==> src/rtl/xalu_nibble_seq.sv <==
// xalu_nibble_seq: nibble-serial ALU sequencer driving an external 4-bit slice.
// Define XALU_SEQ_NEGZERO_EN to enable the res_negzero (all-ones result) flag.
module xalu_nibble_seq #(
  parameter int NIBBLES = 4
) (
  input  logic                 clk,
  input  logic                 rst,
  input  logic [4*NIBBLES-1:0] op_a,
  input  logic [4*NIBBLES-1:0] op_b,
  input  logic [2:0]           op_f,
  input  logic                 op_com,
  input  logic                 op_cin,
  input  logic                 op_valid,
  output logic                 op_ready,
  output logic [3:0]           sl_a,
  output logic [3:0]           sl_b,
  output logic [2:0]           sl_f,
  output logic                 sl_com,
  output logic                 sl_ci_right,
  output logic                 sl_ci_left,
  input  logic [3:0]           sl_d,
  input  logic                 sl_co_left,
  input  logic                 sl_co_right,
  input  logic                 sl_equ,
  output logic [4*NIBBLES-1:0] res,
  output logic                 res_cout,
  output logic                 res_zero,
  output logic                 res_negzero,
  output logic                 res_equ,
  output logic                 res_valid,
  input  logic                 res_ready
);
  localparam int W  = 4*NIBBLES;
  localparam int IW = $clog2(NIBBLES+1);
  typedef enum logic [1:0] {IDLE, ISSUE, DONE} state_t;
  state_t         state_q;
  logic [W-1:0]   a_q, b_q, res_q;
  logic [2:0]     f_q;
  logic           com_q, cin_q, carry_q, eq_acc_q, cout_q, zero_q, equ_q;
  logic [IW-1:0]  idx_q, pos;
  logic [IW+1:0]  bit_pos;
  logic           shr, busy, ci;
  assign shr     = f_q == 3'd6;
  // ISSUE runs one extra cycle after the last nibble to fold the result flags.
  assign busy    = state_q == ISSUE && idx_q != IW'(NIBBLES);
  assign pos     = shr ? IW'(NIBBLES-1) - idx_q : idx_q;
  assign bit_pos = {pos, 2'b00};
  assign ci      = idx_q == '0 ? cin_q : carry_q;
  assign sl_a        = busy ? 4'(a_q >> bit_pos) : 4'd0;
  assign sl_b        = busy ? 4'(b_q >> bit_pos) : 4'd0;
  assign sl_f        = busy ? f_q : 3'd0;
  assign sl_com      = busy & com_q;
  assign sl_ci_right = busy & ~shr & ci;
  assign sl_ci_left  = busy & shr & ci;
  assign op_ready  = state_q == IDLE;
  assign res_valid = state_q == DONE;
  assign res       = res_q;
  assign res_cout  = cout_q;
  assign res_zero  = zero_q;
  assign res_equ   = equ_q;
  always_ff @(posedge clk) begin
    if (rst) begin
      state_q  <= IDLE;
      a_q      <= '0;
      b_q      <= '0;
      f_q      <= '0;
      com_q    <= 1'b0;
      cin_q    <= 1'b0;
      idx_q    <= '0;
      res_q    <= '0;
      carry_q  <= 1'b0;
      eq_acc_q <= 1'b0;
      cout_q   <= 1'b0;
      zero_q   <= 1'b0;
      equ_q    <= 1'b0;
    end else begin
      case (state_q)
        IDLE: if (op_valid) begin
          state_q  <= ISSUE;
          a_q      <= op_a;
          b_q      <= op_b;
          f_q      <= op_f;
          com_q    <= op_com;
          cin_q    <= op_cin;
          idx_q    <= '0;
          res_q    <= '0;
          eq_acc_q <= 1'b1;
          cout_q   <= 1'b0;
          zero_q   <= 1'b0;
          equ_q    <= 1'b0;
        end
        ISSUE: if (busy) begin
          res_q    <= (res_q & ~(W'(15) << bit_pos)) | (W'(sl_d) << bit_pos);
          carry_q  <= shr ? sl_co_right : sl_co_left;
          eq_acc_q <= eq_acc_q & sl_equ;
          idx_q    <= idx_q + 1'b1;
        end else begin
          state_q <= DONE;
          cout_q  <= carry_q & (f_q == 3'd0 || f_q == 3'd6 || f_q == 3'd7);
          zero_q  <= res_q == '0;
          equ_q   <= eq_acc_q;
        end
        DONE: if (res_ready) state_q <= IDLE;
        default: state_q <= IDLE;
      endcase
    end
  end
`ifdef XALU_SEQ_NEGZERO_EN
  logic nz_q;
  always_ff @(posedge clk)
    nz_q <= rst || (state_q == IDLE && op_valid) ? 1'b0 :
            state_q == ISSUE && !busy ? &res_q : nz_q;
  assign res_negzero = nz_q;
`else
  assign res_negzero = 1'b0;
`endif
endmodule

==> config.mk <==
export PLATFORM = sky130hd
export DESIGN_NAME = xalu_nibble_seq
export DESIGN_NICKNAME = d
export VERILOG_FILES = /design/src/rtl/xalu_nibble_seq.sv
export SDC_FILE = /design/constraint.sdc
export NUM_CORES = 1
export LEC_CHECK = 0
export CAP_MARGIN = 20
export CORE_ASPECT_RATIO = 1.1
export CORE_MARGIN = 2
export CORE_UTILIZATION = 45
export DETAILED_ROUTE_END_ITERATION = 7
export PLACE_DENSITY = 0.75
export SLEW_MARGIN = 10
export SYNTH_ARGS = -nofsm -noshare
export SYNTH_HDL_FRONTEND = slang
export SYNTH_SLANG_ARGS = --single-unit
==> constraint.sdc <==
create_clock -name clk -period 2.4 [get_ports clk]
set_input_delay 0.48 -clock clk [delete_from_list [all_inputs] [get_ports clk]]
set_output_delay 0.48 -clock clk [all_outputs]
set_load 0.02 [all_outputs]
## Yosys cells after proc, flatten, opt, wreduce, memory -nomap -nowiden

Index checks and enable logic that the tools add are counted.

| storage, ports and cells | value |
|---|---|
| bits of input ports | 48 |
| flip-flop bits (word level) | 63 |
| logic and storage cells | 78 |
| output and inout bits | 36 |

| operators by class | value |
|---|---|
| add/subtract/negate cells | 2 |
| bitwise gates (word level) | 11 |
| eq/ne operators | 9 |
| shift operators | 4 |
| reduce and logical (&&, ||, !) cells | 13 |
| mux-type cells | 26 |

Operators with widths:

| cell | count |
|---|---|
| two-way mux 16 bit | 2 |
| case mux 16 bit (2 select lines) | 1 |
| right shift 16 x 5 -> 4 bit | 2 |
| AND 16 bit | 1 |
| zero test 16 bit | 1 |
| NOT 16 bit | 1 |
| bitwise OR 16 bit | 1 |
| << shifter 4 x 5 -> 16 bit | 1 |
| << shifter 4 x 5 -> 16 bit, first input constant | 1 |
| two-way mux 3 bit | 4 |
| AND reduction 3 bit | 3 |
| two-way mux 1 bit | 8 |
| two-way mux 4 bit | 2 |
| case mux 1 bit (2 select lines) | 4 |
| AND 1 bit | 7 |
| equality test 3 bit, second input constant | 2 |
| zero test 3 bit | 2 |
| two-way mux 2 bit | 3 |
| != test 2 bit, second input constant | 3 |
| case mux 2 bit (3 select lines) | 1 |
| case mux 3 bit (2 select lines) | 1 |
| AND reduction 2 bit | 2 |
| adder 3 x 1 -> 3 bit, second input constant | 1 |
| != test 3 bit, second input constant | 1 |
| other kinds (9) | 10 |

## Depth between registers and ports, before layout

| logic depth | value |
|---|---|
| depth in word-level cells | 8 |
| depth in mapped cells | 8 |
| depth with buffers taken out | 6 |

## Least setup slack after synthesis

No wires, ideal clock.

| path | value |
|---|---|
| kind | register to output |
| from | register idx_q[0] |
| to | output port sl_ci_left |
| setup slack | 304 ps |
| data arrival time | 1616 ps |
| stages on the path, launching flop included | 8 |
| cell sequence | dfxtp_1 > buf_2 > buf_2 > inv_1 > ha_1 > o21ai_0 > nand2_1 > nor2_1 |

| on the way | value |
|---|---|
| cells in the longest elaborated chain, start to end | 4 |

RTL lines:

| element | line | text |
|---|---|---|
| start: declaration | 40 | `logic [IW-1:0] idx_q, pos;` |
| start signal: assignment | 96 | `idx_q <= idx_q + 1'b1;` |
| != test 3 bit | 45 | `assign busy = state_q == ISSUE && idx_q != IW'(NIBBLES);` |
| logical AND 1 bit | 45 |  |
| AND 1 bit | 54 | `assign sl_ci_left = busy & shr & ci;` |
| AND 1 bit (*) | 54 |  |
| end: declaration | 20 | `output logic sl_ci_left,` |

Every way passes the cells marked *; elsewhere a longest branch is shown, timed or not.

## Final worst setup path

| path | value |
|---|---|
| from | register f_q[0] |
| to | output port sl_a[3] |

| on the way | value |
|---|---|
| cells in the longest elaborated chain, start to end | 4 |

RTL lines:

| element | line | text |
|---|---|---|
| start: declaration | 38 | `logic [2:0] f_q;` |
| start signal: assignment | 82 | `f_q <= op_f;` |
| equality test 3 bit | 43 | `assign shr = f_q == 3'd6;` |
| two-way mux 3 bit | 46 | `assign pos = shr ? IW'(NIBBLES-1) - idx_q : idx_q;` |
| right shift 16 x 5 -> 4 bit | 49 | `assign sl_a = busy ? 4'(a_q >> bit_pos) : 4'd0;` |
| two-way mux 4 bit | 49 |  |
| end: declaration | 15 | `output logic [3:0] sl_a,` |

No other way between the ends.

==> flow_summary.yaml <==
timing:
  period_needed_ns: 2.453
  tightest_slew_ns: 0.6889
  fin_crit_sh_pct: 102.2
  slew_violations: 0
  fmax_mhz: 407.7
  maxSlewHeadroom_pct: 53.90
  final_hold_viol_count: 0
  finalWorstSetupSlack_ns: -0.05275
  grt_setup_unrepaired: "yes"
  setup_violations: 5
  clock_skew_ns: 0.009172
synth:
  ys.flop_type: "dfxtp_1"
  synth_simple_gate_area_share_pct: 27.01
  synth_top_family_by_area: "simple AND/OR/NAND/NOR gates"
  synthTopCellsByCount: "97 x nand2_1, 63 x dfxtp_1, 55 x a21oi_1"
  ys_ff_latch: 63
  synth_xor_area_share_pct: 0.5473
  synth_area_leader_cell: "dfxtp_1"
  ys_types: 53
  async_reset_ff_share_pct: 0
  synth.most_common_cell: "nand2_1"
  synth_compound_area_share_pct: 22.28
  postSynthCellCount: 406
  ys_seq_area_share_pct: 39.41
  synth_top_area_share_pct: 39.41
  synthesis.nets: 456
  syn-cell-area_sq_um: 3201
  synthMuxAreaShare_pct: 4.339
  synthAdderAreaFrac_pct: 0.7819
  synth.area.top_cells: "dfxtp_1 39%, nand2_1 11%, a21oi_1 8.6%, nor2_1 3.9%, a2111oi_2 2.3%"
  synth_enable_flop_cells: 0
  avgSynthCellArea_sq_um: 7.883
  ys.warnings.count: 0
finish:
  diodes: 0
  register_area_sq_um: 1265
  fin_area_sq_um: 4469
  final_cells: 595
  area_growth_syn_to_layout_pct: 39.64
  multi_input_area_sq_um: 1818
  fin_nets: 555
  drive_gt1_share_pct: 19.02
  num-fill-cells: 627
clock_network:
  cts_root_buffer: "clkbuf_8"
  clock_path_buffers: 2
  cts_buffers: 9
  clock-sinks: 63
  clk_pin_slew_ns: 0.06
  insertion_delay_ns: 0.34
  ctsHoldBuffers: 0
  cts_tree: "yes"
  h-tree-depth: 3
place:
  globalplace.congestion: 0.8644
  dpl.hpwl_um: 6503
  io_buffers: 82
  place_inst: 578
  dpl_cell_area_sq_um: 4262
global_route:
  grt_usage_pct: 22.92
  grt_max_degree: 44
  grt_pass1_vias: 3161
  antenna_found_initial: 0
  grt-ovfl-total: 0
  grt_pass1_wl_um: 14390
critical_path:
  path_buf_inv: 2
  startpoint_type: "register"
  cp_data_arrival_time_ns: 1.97
  critPathMaxFanout: 4
  critical_path.top_delay_family: "compound AO/OA/AOI/OAI gates"
  cp.depth: 6
  critPathMostFrequentCell: "buf_6"
  slowest_stage: "dfxtp_2"
  required_ns: 1.92
  crit_chain: "nand3b_1 -> buf_6 -> mux2_4 -> o221a_1 -> o21a_1 -> buf_6"
  crit_type: "register to output pin"
  reg2reg_depth: 8
  max_stage_delay_ns: 0.32
  end_kind: "output pin"
drt:
  first_iter_violations: 190
  vias_per_cell: 5.565
  route.met2.wl_um: 4460
  wl_per_cell_um: 15.10
  antenna_left: 0
  dr.pass1.iters: 4
  dr_total_vias: 3311
  top_layer: "met4"
  wl_met1_um: 3817
  routed_wl_um: 8986
  route.met3.wl_um: 484
  drc: 0
job:
  cap_violations: 0
die:
  die_h_um: 92.45
  pin_count: 84
  initial_core_util_pct: 45.94
  chipWidth_um: 84.41
  core_area_sq_um: 6967
  dieArea_sq_um: 7804
  std_cell_rows: 32
pwr:
  p_int_mw: 1.898
  finalPower_mw: 2.700
  switching_share_pct: 29.70
  switchingPower_uw: 801.9
  seq_power_share_pct: 43.1
  peakVddDrop_v: 0.0003559
  power.leakage_nw: 1.711
  combPwrFrac_pct: 23.0
  power_density_nw_per_um2: 604.1
  pwr-share-clk_pct: 34.0
run_status:
  violations: "negative setup slack"
  outcome: "finished, violations left"
worst_hold_path:
  holdPathStages: 2
  min_path_type: "register to register"
[routing by layer]
| metal | up-vias | track usage, % |
|---|---|---|
| met2 | 120 | 39.15 |
| li1 | 1630 | - |
| met3 | 20 | 4.189 |
| met5 | - | 0 |
| met1 | 1541 | 27.61 |
| met4 | 0 | 11.38 |
[path summary, 6_finish.rpt]
path	slack, ns	start	to
setup / recovery	-0.05	f_q[0]	sl_a[3]
hold / removal	0.45	com_q	com_q
setup reg to reg	0.47	idx_q[0]	res_zero
hold reg to reg	0.45	com_q	com_q
[tightest hold or removal path: cells and delay by family, from the launching register on]
family / cells / cell delay (ns)
DFF: 1 / 0.31
AOI/OAI and AO/OA: 1 / 0.05
and+or+nand+nor: 1 / 0.05
[cell usage in the layout, fill, tap and decap left out, types with 3 or more instances in the layout]
cell type / n
a2111oi_2: 4
a21oi_1: 55
a41oi_1: 4
a41oi_2: 4
and3_1: 5
buf_2: 3
buf_4: 35
buf_6: 5
clkbuf_2: 8
clkbuf_8: 10
clkdlybuf4s50_1: 68
clkinv_2: 3
dfxtp_1: 60
dfxtp_2: 3
inv_1: 4
mux2i_1: 5
mux2i_4: 3
nand2_1: 96
nand2b_1: 3
nor2_1: 33
nor2b_1: 7
nor3_1: 8
nor4_1: 12
o211ai_1: 4
o21ai_1: 6
o22ai_1: 6
o311ai_1: 5
or3_1: 6
[cell type report]
type | instances | share of cell area, %
tap | 85 | 2.380
clock inverter | 4 | 1.008
clock buffer | 12 | 3.247
timing repair buffer | 120 | 24.05
sequential | 63 | 28.30
inverter | 4 | 0.3359
multi-input combinational | 307 | 40.68
[sequential cells by signal, indices dropped and copies added (netlist names)]
signal	count
com_q	1
eq_acc_q	1
cin_q	1
res_equ	1
res_cout	1
b_q	16
carry_q	1
res	16
idx_q	3
a_q	16
f_q	3
state_q	2
res_zero	1
[what timing repair did]
| item | 4_1_cts | 5_1_grt |
|---|---|---|
| buffers inserted | 1 | 0 |
| pin swaps | 2 | 1 |
| gates resized for setup | 40 | 37 |
| setup endpoints to repair | 14 | 14 |
[stage by stage]
step / setup TNS [ns] / hold slack (ns) / worst slack, ns / util, %
floorplan: 0 / 0.4319 / 0.3040 / -
global placement: -0.1154 / 0.4402 / -0.07354 / 61.17
detailed placement: -0.4080 / 0.4444 / -0.1141 / 61.17
CTS: -0.7919 / 0.4535 / -0.1727 / 64.12
global route: -0.5425 / 0.4676 / -0.1138 / 64.15
finish: -0.1418 / 0.4512 / -0.05275 / 64.15
[power by group through the flow]
stage	clock network [mW]	logic [mW]	registers, mW
finish	0.917	0.620	1.16
global route	0.971	0.674	1.17
CTS	0.924	0.610	1.16
detailed placement	0	0.608	1.18
global placement	0	0.597	1.18
floorplan	0	0.359	1.18
[cell families (layout without fill, tap and decap cells)]
group	Yosys count	count (layout)
muxes	10	10
other	1	1
AOI/OAI and AO/OA	103	103
xor gates and xnor gates	2	2
buffers and inverters	36	140
adders and majority gates	2	2
DFF	63	63
and+or+nand+nor	189	189
(Power assumes the default switching activity.)
